--- src/rtl/fc_frame_sequencer_pkg.sv ---
// Shared FC definitions: read-side FSM encoding and class-index width.
// Latency: n/a (types and constants only).
// Backpressure: n/a.
package fc_frame_sequencer_pkg;

  // Width of the class index reported by the FC core.
  localparam int CLASS_WIDTH = 4;

  // Read-side sequencing of one buffered frame through the FC core.
  typedef enum logic [1:0] {
    ST_IDLE  = 2'd0,  // waiting for the read bank to fill
    ST_FCRST = 2'd1,  // one-cycle reset pulse to the FC core
    ST_RUN   = 2'd2,  // FC core enabled, reading the active bank
    ST_DONE  = 2'd3   // result strobe, bank released
  } fc_state_t;

endpackage

--- src/rtl/fc_frame_bank.sv ---
// Single frame bank: word storage, full flag, stored word count, zero-padded read.
// Latency: write takes effect next cycle; read word is combinational from rd_addr.
// Backpressure: none here; the owner must not write while full is set.
//
// Ports:
//   clk, reset            clock and synchronous active-high reset
//   wr_en/wr_addr/wr_data word write into storage
//   close_en/close_count  mark bank full and record how many words are valid
//   free_en               release the bank (full and count cleared)
//   full                  bank holds a complete frame
//   rd_addr/rd_word       read port; addresses at or beyond count read as 0
module fc_frame_bank
  import fc_frame_sequencer_pkg::*;
#(
  parameter int DEPTH      = 3,
  parameter int DATA_WIDTH = 16,
  parameter int ADDR_WIDTH = 2,
  parameter int CNT_WIDTH  = 2
) (
  input  logic                  clk,
  input  logic                  reset,
  input  logic                  wr_en,
  input  logic [ADDR_WIDTH-1:0] wr_addr,
  input  logic [DATA_WIDTH-1:0] wr_data,
  input  logic                  close_en,
  input  logic [CNT_WIDTH-1:0]  close_count,
  input  logic                  free_en,
  output logic                  full,
  input  logic [ADDR_WIDTH-1:0] rd_addr,
  output logic [DATA_WIDTH-1:0] rd_word
);

  logic [DATA_WIDTH-1:0] mem [DEPTH];
  logic [CNT_WIDTH-1:0]  count;

  // Storage is not reset: a zero count masks any stale contents.
  always_ff @(posedge clk) begin
    if (wr_en) begin
      mem[wr_addr] <= wr_data;
    end
  end

  always_ff @(posedge clk) begin
    if (reset) begin
      full  <= 1'b0;
      count <= '0;
    end else if (close_en) begin
      full  <= 1'b1;
      count <= close_count;
    end else if (free_en) begin
      full  <= 1'b0;
      count <= '0;
    end
  end

  // Short frames are padded with zeros so the FC core always sees a full layer.
  assign rd_word = (32'(rd_addr) < 32'(count)) ? mem[rd_addr] : '0;

endmodule

--- src/rtl/fc_frame_sequencer.sv ---
// Ping-pong frame buffer feeding an FC core: fills one bank while the FC runs on the other.
// Latency: rd_data one cycle after rd_addr; FC starts 2 cycles after a bank closes (IDLE, FCRST).
// Backpressure: in_ready drops while the fill bank is still full; freed bank is writable the cycle after DONE.
//
// Ports:
//   clk, reset                  clock and synchronous active-high reset
//   in_valid/in_data/in_last    feature word stream from the flatten stage
//   in_ready                    word accepted this cycle when in_valid is also high
//   fc_reset/fc_enable          control of the downstream FC core
//   fc_finished/fc_result       FC completion and class index (sampled only in RUN)
//   rd_addr/rd_data             FC read port into the active bank, registered
//   class_out/class_valid       captured class plus one-cycle strobe
//   frame_err                   sticky: a full-length frame arrived without in_last
module fc_frame_sequencer
  import fc_frame_sequencer_pkg::*;
#(
  parameter  int firstLayerNodes = 3,
  parameter  int DATA_WIDTH      = 16,
  localparam int ADDR_WIDTH      = (firstLayerNodes > 1) ? $clog2(firstLayerNodes) : 1
) (
  input  logic                   clk,
  input  logic                   reset,
  input  logic                   in_valid,
  input  logic [DATA_WIDTH-1:0]  in_data,
  input  logic                   in_last,
  output logic                   in_ready,
  output logic                   fc_reset,
  output logic                   fc_enable,
  input  logic                   fc_finished,
  input  logic [CLASS_WIDTH-1:0] fc_result,
  input  logic [ADDR_WIDTH-1:0]  rd_addr,
  output logic [DATA_WIDTH-1:0]  rd_data,
  output logic [CLASS_WIDTH-1:0] class_out,
  output logic                   class_valid,
  output logic                   frame_err
);

  localparam int CNT_WIDTH = $clog2(firstLayerNodes + 1);
  localparam logic [ADDR_WIDTH-1:0] LAST_PTR = ADDR_WIDTH'(firstLayerNodes - 1);

  fc_state_t             state, state_nxt;
  logic                  fill_bank;
  logic                  rd_bank;
  logic [ADDR_WIDTH-1:0] wr_ptr;
  logic                  accept;
  logic                  close_frame;
  logic                  free_bank;
  logic                  full0, full1;
  logic [DATA_WIDTH-1:0] word0, word1;
  logic [CNT_WIDTH-1:0]  close_count;

  // ---------------------------------------------------------------- fill side
  // Ready depends only on the registered full flag of the fill bank, so a bank
  // released in DONE cannot be written until the next cycle.
  assign in_ready    = ~reset & ~(fill_bank ? full1 : full0);
  assign accept      = in_valid & in_ready;
  assign close_frame = accept & ((wr_ptr == LAST_PTR) | in_last);
  assign close_count = CNT_WIDTH'(wr_ptr) + CNT_WIDTH'(1);

  always_ff @(posedge clk) begin
    if (reset) begin
      wr_ptr    <= '0;
      fill_bank <= 1'b0;
      frame_err <= 1'b0;
    end else if (accept) begin
      if (close_frame) begin
        wr_ptr    <= '0;
        fill_bank <= ~fill_bank;
      end else begin
        wr_ptr <= wr_ptr + ADDR_WIDTH'(1);
      end
      // Frame hit its length limit without a marker: close it anyway, flag it.
      if ((wr_ptr == LAST_PTR) && !in_last) begin
        frame_err <= 1'b1;
      end
    end
  end

  fc_frame_bank #(
    .DEPTH      (firstLayerNodes),
    .DATA_WIDTH (DATA_WIDTH),
    .ADDR_WIDTH (ADDR_WIDTH),
    .CNT_WIDTH  (CNT_WIDTH)
  ) u_bank0 (
    .clk         (clk),
    .reset       (reset),
    .wr_en       (accept & ~fill_bank),
    .wr_addr     (wr_ptr),
    .wr_data     (in_data),
    .close_en    (close_frame & ~fill_bank),
    .close_count (close_count),
    .free_en     (free_bank & ~rd_bank),
    .full        (full0),
    .rd_addr     (rd_addr),
    .rd_word     (word0)
  );

  fc_frame_bank #(
    .DEPTH      (firstLayerNodes),
    .DATA_WIDTH (DATA_WIDTH),
    .ADDR_WIDTH (ADDR_WIDTH),
    .CNT_WIDTH  (CNT_WIDTH)
  ) u_bank1 (
    .clk         (clk),
    .reset       (reset),
    .wr_en       (accept & fill_bank),
    .wr_addr     (wr_ptr),
    .wr_data     (in_data),
    .close_en    (close_frame & fill_bank),
    .close_count (close_count),
    .free_en     (free_bank & rd_bank),
    .full        (full1),
    .rd_addr     (rd_addr),
    .rd_word     (word1)
  );

  // ---------------------------------------------------------------- read side
  always_ff @(posedge clk) begin
    if (reset) begin
      state <= ST_IDLE;
    end else begin
      state <= state_nxt;
    end
  end

  always_comb begin
    state_nxt = state;
    case (state)
      ST_IDLE:  if (rd_bank ? full1 : full0) state_nxt = ST_FCRST;
      ST_FCRST: state_nxt = ST_RUN;
      ST_RUN:   if (fc_finished) state_nxt = ST_DONE;
      ST_DONE:  state_nxt = ST_IDLE;
      default:  state_nxt = ST_IDLE;
    endcase
  end

  // The FC core is held in reset for as long as this block is.
  always_comb begin
    fc_reset    = reset;
    fc_enable   = 1'b0;
    class_valid = 1'b0;
    free_bank   = 1'b0;
    if (!reset) begin
      case (state)
        ST_FCRST: fc_reset = 1'b1;
        ST_RUN:   fc_enable = 1'b1;
        ST_DONE: begin
          class_valid = 1'b1;
          free_bank   = 1'b1;
        end
        default: ;
      endcase
    end
  end

  always_ff @(posedge clk) begin
    if (reset) begin
      rd_bank   <= 1'b0;
      class_out <= '0;
      rd_data   <= '0;
    end else begin
      rd_data <= rd_bank ? word1 : word0;
      if ((state == ST_RUN) && fc_finished) begin
        class_out <= fc_result;
      end
      if (state == ST_DONE) begin
        rd_bank <= ~rd_bank;
      end
    end
  end

endmodule

--- config.mk ---
export PLATFORM = sky130hd
export DESIGN_NAME = fc_frame_sequencer
export DESIGN_NICKNAME = d
export VERILOG_FILES = /design/src/rtl/fc_frame_sequencer_pkg.sv /design/src/rtl/fc_frame_bank.sv /design/src/rtl/fc_frame_sequencer.sv
export SDC_FILE = /design/constraint.sdc
export NUM_CORES = 1
export LEC_CHECK = 0
export ABC_AREA = 0
export BUFFER_PORTS_ARGS = -buffer_cell sky130_fd_sc_hd__buf_2
export CORE_MARGIN = 5
export CORE_UTILIZATION = 45
export DETAILED_ROUTE_END_ITERATION = 16
export SLEW_MARGIN = 10
export SYNTH_ARGS = -nofsm -noshare
export SYNTH_HDL_FRONTEND = slang
export SYNTH_HIERARCHICAL = 1
export SYNTH_SLANG_ARGS = --single-unit
--- constraint.sdc ---
create_clock -name clk -period 8 [get_ports clk]
set_clock_uncertainty 0.2 [all_clocks]
set_input_delay 1.2 -clock clk [delete_from_list [all_inputs] [get_ports clk]]
set_output_delay 1.2 -clock clk [all_outputs]
set_load 0.005 [all_outputs]
==> metrics.txt <==
Routed Antenna Nets=0; Int Pwr=1.300 mW; critical path data arrival time=2.29 ns; post-cts resize count=0; GRT Util Overall=13.96%; IO Pins=52; pin count of the biggest net entering global routing=38; fill count=1013; Core Area=11910 µm²; Min Hold Slack=0.2534 ns; syn_nets=398; Slew @ Worst Pin=1.057 ns; total negative slack=0 ns; Async SR Flop Fraction=0%; Min Clock Period, post-route=3.693 ns; NetSw=0.3395 mW; Num Clock Sinks=129; Inst Count DP=549; area grow syn2layout=17.65%; Net Sw Frac=20.71%; Main synth FF type=edfxtp_1; share of cells above drive strength 1=29.95%; first-pass GRT wire length=15180 µm; PortBufs=51; Synth Instances=364; Initial Util=45.35%; drt first pass iters=4; post-synthesis sequential area ratio=65.60%; cell taking the most area after synthesis=edfxtp_1; n_diodes=0; Worst Min Path Start=class_out[0]; Yosys warnings=6; Reg power frac=45.7%; # rows=40; Die Y=119.6 µm; GRT overflow=0; Final Wtd Congestion=0.7717; Final Hold Viols=0; final WL=9544 µm; top cell type's share of synthesized area=53.37%; Cell variety after synth=41; Clk pwr share=46.9%; Netlist Area Pre-Place=5401 µm²; slew margin rel.=29.52%; Critical R2R Launch=fill_bank; clk_lat worst skew=0.41 ns; initial DRC count=134; syn_area_per_cell=14.84 µm²; clk buf depth=2; Reg clk slew, reported paths=0.05 ns; drt via density=5.031; register bit total from synthesis=129; worst vdd ir=0.1382 mV; P per Cell Area=258.0 nW/µm²; final cell count without fillers=581; final worst path period share=46.16%; crit path from=reset; commonest cells after routing, fill and taps aside=edfxtp_1 (96), nor2_1 (58), buf_2 (51), mux2i_1 (49), dfxtp_1 (33); total CTS buffers=17; number of synthesized flops with an enable pin=96; status=finished, final reports clean; H-tree depth=4; chip width=119.6 µm; placed wire-length estimate=5677 µm; die area=14290 µm²; Post-route DRC=0; CP startpoint kind=primary input; Final nets=455; Crit Path Max Fanout=37; combinational share of power=7.4%; Worst EP required=6.60 ns; Final Power=1.640 mW; Max Cap Violations=0; LEAKAGE=2.460 nW; CTS tree=done; RSZ-0062 raised after global routing=false; commonest non-fill, non-tap cell in the layout=edfxtp_1; drt wl/cell=16.43 µm; ranking of synthesized cells by area=edfxtp_1 (53%), dfxtp_1 (12%), mux2i_1 (9.1%), mux2_4 (5.6%), nor2_1 (4.0%); initial antenna violation count=0; Max Fclk=270.8 MHz; CP Class=primary input to output port; setup violators final=0; Min-Delay Path Class=register to register; total number of vias=2923; CP Capture Type=output port; number of global-route vias before repair=2866; Post-CTS Setup Bufs=0; Root Driver=clkbuf_16; cts hold-fix bufs=0; fin. max-slew vios=0
-- Yosys cell counts (all sizes together), types with 3 or more instances --
master / instances
ha: 7
dfxtp: 33
nand2b: 3
nor2b: 5
a21oi: 11
mux2: 32
buf: 16
and3b: 4
nand2: 6
nand3: 4
edfxtp: 96
inv: 11
nor3b: 6
nor2: 58
mux2i: 50
-- metal layers --
layer | wire [µm] | track usage [%] | vias to the layer above
met5 | 0 | 0 | -
li1 | - | - | 1438
met4 | 119 | 5.225 | 0
met2 | 4739 | 22.99 | 58
met3 | 411 | 4.383 | 8
met1 | 4273 | 17.31 | 1419
-- state kept, by name, summed over array words and instances, names as in the netlist --
register	cells
u_bank0/mem	48
u_bank1/mem	48
rd_data	16
class_out	4
state	2
u_bank0/count	2
u_bank1/count	2
wr_ptr	2
fill_bank	1
frame_err	1
rd_bank	1
u_bank0/full	1
u_bank1/full	1
-- final cells by class --
class | instances | area [µm²] | area share, %
Clock buffer | 25 | 549.3 | 8.643
Sequential cell | 129 | 3543 | 55.76
Tap cell | 147 | 183.9 | 2.894
Clock inverter | 7 | 65.06 | 1.024
Timing Repair Buffer | 54 | 277.8 | 4.371
Inverter | 11 | 41.29 | 0.6497
Multi-Input combinational cell | 208 | 1694 | 26.66
-- power groups by stage --
stage	clock (mW)	sequential, mW	combinational, mW
final	0.769	0.749	0.121
after detailed placement	0	0.763	0.124
after global routing	0.817	0.751	0.135
after CTS	0.787	0.749	0.124
after floorplan	0	0.762	0.0871
after global placement	0	0.762	0.121
-- worst paths after layout --
path              depth (start not counted)                  to  slack [ns]
setup / recovery                          4            in_ready        4.31
hold / removal                            2        class_out[0]        0.25
setup reg to reg                          4  u_bank0/mem[1][15]        5.48
hold reg to reg                           2        class_out[0]        0.25
-- critical path, cell delays in order --
cell and delay, ns:
buf_2 0.54, inv_1 0.21, and2_2 0.23, buf_2 0.12
-- through the flow --
step	utilization [%]	cell area, µm²	setup slack (ns)
5_1_grt	53.35	6355	4.191
4_1_cts	53.35	6355	4.286
6_report	53.35	6355	4.307
3_5_place_dp	48.19	5741	4.284
2_1_floorplan	-	5401	4.472
3_3_place_gp	48.19	5741	4.319
-- kinds of logic after synthesis --
group	count (synthesis)	share of synthesized area [%]
simple gates	96	8.919
fa+ha+maj	7	1.621
compound gates	22	3.081
flops	129	65.60
mux	82	17.40
buf+inv	27	3.220
xor+xnor	1	0.1622
Power figures use the tool's default switching activity.
